--- config.mk ---
export PLATFORM = sky130hd
export DESIGN_NAME = serial_reg_file
export DESIGN_NICKNAME = d
export VERILOG_FILES = /design/src/rtl/serial_reg_file_pkg.sv /design/src/rtl/serial_reg_row.sv /design/src/rtl/serial_reg_file.sv
export SDC_FILE = /design/constraint.sdc
export NUM_CORES = 2
export LEC_CHECK = 0
export CAP_MARGIN = 0
export CORE_MARGIN = 2
export CORE_UTILIZATION = 65
export CTS_CLUSTER_DIAMETER = 50
export DETAILED_ROUTE_END_ITERATION = 8
export MAX_ROUTING_LAYER = met4
export PLACE_DENSITY = 0.81
export SYNTH_ARGS = -nofsm -noshare
export SYNTH_HDL_FRONTEND = slang
export SYNTH_HIERARCHICAL = 1
export SYNTH_SLANG_ARGS = --single-unit
--- constraint.sdc ---
create_clock -name clk -period 8.1 [get_ports clk]
set_input_delay 1.62 -clock clk [delete_from_list [all_inputs] [get_ports clk]]
set_output_delay 1.62 -clock clk [all_outputs]
set_load 0.1 [all_outputs]
--- src/rtl/serial_reg_file_pkg.sv ---
// serial_reg_file_pkg: shared sizing constants
// for the bit-serial register file datapath.
package serial_reg_file_pkg;

  localparam int XLEN       = 32;
  localparam int NREGS      = 32;
  localparam int REG_ADDR_W = 5;
  localparam int BIT_POS_W  = 5;

endpackage

--- src/rtl/serial_reg_row.sv ---
// serial_reg_row: one XLEN-bit register with a
// per-bit write enable and a bit-select read.
module serial_reg_row
  import serial_reg_file_pkg::*;
#(
  parameter int W_XLEN = XLEN,
  parameter int W_POS  = BIT_POS_W
) (
  input  logic             clk,
  input  logic             rst,
  input  logic             i_we,
  input  logic [W_POS-1:0] i_bit_pos,
  input  logic             i_data,
  output logic             o_bit
);

  logic [W_XLEN-1:0] r_q;

  // Reset clears the row; otherwise update only the addressed bit
  always_ff @(posedge clk) begin
    if (rst) begin
      r_q <= '0;
    end else if (i_we) begin
      r_q[i_bit_pos] <= i_data;
    end
  end

  // Combinational bit-select read
  always_comb begin
    o_bit = r_q[i_bit_pos];
  end

endmodule

--- src/rtl/serial_reg_file.sv ---
// serial_reg_file: bit-serial 32x32 register file
// with two read ports; entry 0 reads as zero.
module serial_reg_file
  import serial_reg_file_pkg::*;
#(
  parameter int XLEN_P  = XLEN,
  parameter int NREGS_P = NREGS
) (
  input  logic                 clk,
  input  logic                 rst,
  input  logic                 data_in,
  input  logic [REG_ADDR_W-1:0] regA_select,
  input  logic [REG_ADDR_W-1:0] regB_select,
  input  logic [BIT_POS_W-1:0]  bitPos,
  input  logic                 writeEn,
  output logic                 portA,
  output logic                 portB
);

  logic [NREGS_P-1:0] w_we;
  logic [NREGS_P-1:0] w_bits;

  // Entry 0 is not stored and never accepts writes
  assign w_we[0]   = 1'b0;
  assign w_bits[0] = 1'b0;

  for (genvar r = 1; r < NREGS_P; r++) begin : g_row
    // Port A's select doubles as the write address
    assign w_we[r] = writeEn &&
      (regA_select == REG_ADDR_W'(r));

    serial_reg_row #(
      .W_XLEN (XLEN_P),
      .W_POS  (BIT_POS_W)
    ) u_row (
      .clk       (clk),
      .rst       (rst),
      .i_we      (w_we[r]),
      .i_bit_pos (bitPos),
      .i_data    (data_in),
      .o_bit     (w_bits[r])
    );
  end

  // Two combinational read muxes, no write bypass
  always_comb begin
    portA = w_bits[regA_select];
    portB = w_bits[regB_select];
  end

endmodule

==> reports/metrics.json <==
{
  "layout": {
    "flip_flop_count_of_the_largest_register_all_copies_and_words_added": 992,
    "design_area_mm2": 0.0609,
    "syn2layout_area_growth_pct": 5.13,
    "final_nets": 7110,
    "fillCellCount": 7012,
    "max_flop_register": "g_row.u_row/r_q",
    "register_area_mm2": 0.0199,
    "multi_input_comb_area_mm2": 0.0335,
    "largestRegisters": "g_row.u_row/r_q x992",
    "drive_gt1_share_pct": 8.18
  },
  "logic_synthesis": {
    "netlist_top_cells_area": "sky130_fd_sc_hd__dfxtp_1 (34%), sky130_fd_sc_hd__mux2i_1 (9.8%), sky130_fd_sc_hd__nand2_1 (9.1%), sky130_fd_sc_hd__a21oi_1 (7.8%), sky130_fd_sc_hd__nand3_1 (4.6%)",
    "synthDominantAreaCellType": "sky130_fd_sc_hd__dfxtp_1",
    "syn-num-nets": 7482,
    "syn_inst": 7463,
    "ys_warn_count": 6,
    "syn-mean-instance-area_um2": 7.76,
    "synth_top_cells_by_count": "sky130_fd_sc_hd__nand2_1 (1402), sky130_fd_sc_hd__dfxtp_1 (992), sky130_fd_sc_hd__a21oi_1 (903)",
    "yosysUniqueCellTypes": 41,
    "netlist.area_leader.share_pct": 34.3,
    "asyncSetResetFlopFracSynth_pct": 0,
    "synth_enable_flop_cells": 0,
    "synth_seq_area_share_pct": 34.3,
    "synth-seq-cells": 992,
    "synth.cell_area_mm2": 0.0579,
    "synth-main-ff-cell": "sky130_fd_sc_hd__dfxtp_1",
    "synth_most_common_cell": "sky130_fd_sc_hd__nand2_1"
  },
  "worst_hold_path": {
    "hp-start": "g_row[28].u_row/r_q[8]",
    "timing.hold.worst.class": "reg2reg"
  },
  "routing": {
    "postRouteWirelength_um": 144000,
    "routedWlPerCell_um": 17.2,
    "routed-via-count": 52800,
    "antenna_violating_nets_post_route": 0,
    "route.detailed.vias_per_inst": 6.31,
    "detail_route.first_pass.iterations": 6,
    "drt_iter0_drc": 5248,
    "remaining_drc_errors": 0
  },
  "floorplan": {
    "ios": 21,
    "die_boundary_width_um": 303,
    "die_outline_area_mm2": 0.0915,
    "die_h_um": 303,
    "core_region_area_mm2": 0.0884,
    "starting_density_of_the_core_pct": 65.6,
    "fp-row-count": 109
  },
  "sta": {
    "slew-limit-headroom_pct": 16.3,
    "finalClockSkew_ns": 0,
    "final_period_minus_worst_setup_slack_ns": 7.00,
    "worst_margin_slew_ns": 1.26,
    "peak_clock_frequency_supported_by_timing_mhz": 143,
    "final_min_period_over_clock_period_pct": 86.5,
    "final_max_slew_viol_count": 0,
    "unrepaired_setup_endpoints_after_global_routing": "false",
    "setup_total_negative_slack_ns": 0,
    "final-setup-viol-count": 0,
    "hold_violations": 0
  },
  "clocking": {
    "cts_stage_hold_buffer_count": 0,
    "cts_tree": "yes",
    "post_cts_buffers": 0,
    "cts_inserted_buffers": 117,
    "clk_pin_slew_worst_paths_ns": 0.06,
    "clock_insertion_delay_worst_skew_ns": 0.69,
    "tritoncts_num_sinks": 992,
    "clock_path_buffers": 3,
    "clock_tree.htree_level_count": 3,
    "clock-root-buffer": "sky130_fd_sc_hd__clkbuf_16",
    "cts_resized": 0
  },
  "global_routing": {
    "grt_pass1_wl_um": 237000,
    "grt_start_max_net_pins": 229,
    "grt_use_total_pct": 31.1,
    "grt_pass1_vias": 47800,
    "antenna_found_initial": 7,
    "remaining_overflow_grt": 0
  },
  "critical_path": {
    "crit_start": "bitPos[0]",
    "worst_path_dominant_cell_family": "buffers and inverters",
    "critical_path.max_fanout": 76,
    "cp.buffers_inverters": 3,
    "criticalPathCategory": "in2out",
    "timing.critical_path.to_type": "output pin",
    "reg2reg_start": "g_row[7].u_row/r_q[12]",
    "timing.critical_path.required_ns": 6.48,
    "startpoint_type": "input pin",
    "ff2ff_setup_slack_ns": 7.37,
    "critical_path.max_stage_delay_ns": 0.60,
    "timing.critical_path.arrival_ns": 5.38,
    "critical_path.slowest_cell": "sky130_fd_sc_hd__buf_8",
    "path_cells": "buf_8 -> buf_4 -> mux2i_1 -> o221ai_1 -> a22oi_1 -> o2111ai_1 -> mux4_1 -> mux2_2 -> nand3b_1 -> nand4_1 -> buf_12"
  },
  "power": {
    "max-vdd-ir-drop_v": 0.000188,
    "cell_internal_pwr_w": 0.00855,
    "p_clk_share_pct": 48.8,
    "power.sequential.fraction_pct": 42.7,
    "p_per_area_mw_per_mm2": 188,
    "p_leak_nw": 19.6,
    "share_comb_of_total_power_pct": 8.5,
    "p_switching_w": 0.00288,
    "power.share.switching_pct": 25.2
  },
  "placement": {
    "place.detailed.hpwl_um": 86400,
    "place.gp.congestion": 0.873,
    "postPlaceCellArea_mm2": 0.0568,
    "port-buffer-count": 20
  },
  "flow_run": {
    "drv.max_cap_violation_count": 0
  },
  "run_status": {
    "outcome": "finished, final reports clean"
  }
}
==> layout make-up <==
class,count,area share [%]
timing repair buffer,140,2.64
sequential,992,32.6
clock buffer,155,5.44
clock inverter,63,1.35
antenna,8,0.0329
inverter,93,0.573
tap,1165,2.39
multi-input combinational,5747,55.0
==> placed cells by master (no fill, tap or decap), types with 33 or more instances in the layout <==
cell / n
sky130_fd_sc_hd__nor2_1: 624
sky130_fd_sc_hd__or3b_1: 124
sky130_fd_sc_hd__and3b_2: 62
sky130_fd_sc_hd__or3_1: 62
sky130_fd_sc_hd__mux2_2: 33
sky130_fd_sc_hd__nand2_1: 1402
sky130_fd_sc_hd__nor3b_2: 93
sky130_fd_sc_hd__buf_4: 84
sky130_fd_sc_hd__dfxtp_1: 992
sky130_fd_sc_hd__nor4b_1: 62
sky130_fd_sc_hd__o221ai_1: 155
sky130_fd_sc_hd__clkbuf_16: 120
sky130_fd_sc_hd__o21ai_0: 527
sky130_fd_sc_hd__a21oi_1: 903
sky130_fd_sc_hd__nand3_1: 538
sky130_fd_sc_hd__mux2i_1: 569
sky130_fd_sc_hd__a22oi_1: 34
sky130_fd_sc_hd__buf_12: 38
sky130_fd_sc_hd__inv_1: 93
sky130_fd_sc_hd__nand3b_1: 249
sky130_fd_sc_hd__nor4_1: 93
==> power groups by stage <==
| stage | sequential (W) | combinational, W | clock, W |
|---|---|---|---|
| after floorplan | 0.00499 | 0.000759 | 0 |
| after global placement | 0.00499 | 0.000932 | 0 |
| after detailed placement | 0.00499 | 0.000945 | 0 |
| after CTS | 0.00488 | 0.000948 | 0.00564 |
| after global routing | 0.00488 | 0.00103 | 0.00584 |
| final | 0.00488 | 0.000969 | 0.00558 |
==> kinds of logic after synthesis <==
logic type / after synthesis / synth area share [%]
AO/OA/AOI/OAI: 1716 / 16.5
AND/OR/NAND/NOR: 3420 / 30.4
buffers and inverters: 724 / 7.94
flip-flops: 992 / 34.3
multiplexers: 611 / 10.8
==> worst paths after layout <==
path / end / cells past startpoint
worst max-delay path: portB / 11
worst min-delay path: g_row[28].u_row/r_q[8] / 2
worst max register to register: g_row[7].u_row/r_q[12] / 2
worst min register to register: g_row[28].u_row/r_q[8] / 2
==> routing by layer <==
layer  vias to the layer above  wire length (um)  global-route usage, %
met5                         -                 0                      -
met4                         0              3680                   9.57
met3                       282              9290                   4.48
met2                      1654             67600                   49.2
met1                     25100             63100                   41.1
li1                      25700                 -                      -
==> worst reg2reg max path, delay by kind of cell, from the launching register on <==
| kind | cells | cell delay (ns) |
|---|---|---|
| flip-flops | 1 | 0.35 |
| AO/OA/AOI/OAI | 2 | 0.29 |
==> metrics by stage <==
| step | setup WS [ns] | utilization, % | cells | hold WS [ns] | total power (W) |
|---|---|---|---|---|---|
| after floorplan | 1.91 | - | 7463 | 0.433 | 0.00575 |
| after global placement | 1.27 | 64.2 | 8137 | 0.438 | 0.00592 |
| after detailed placement | 1.24 | 64.2 | 8137 | 0.443 | 0.00593 |
| after CTS | 1.22 | 68.9 | 8355 | 0.451 | 0.0115 |
| after global routing | 1.02 | 68.9 | 8362 | 0.468 | 0.0117 |
| final | 1.10 | 68.9 | 8363 | 0.450 | 0.0114 |
Power figures use the tool's default switching activity.
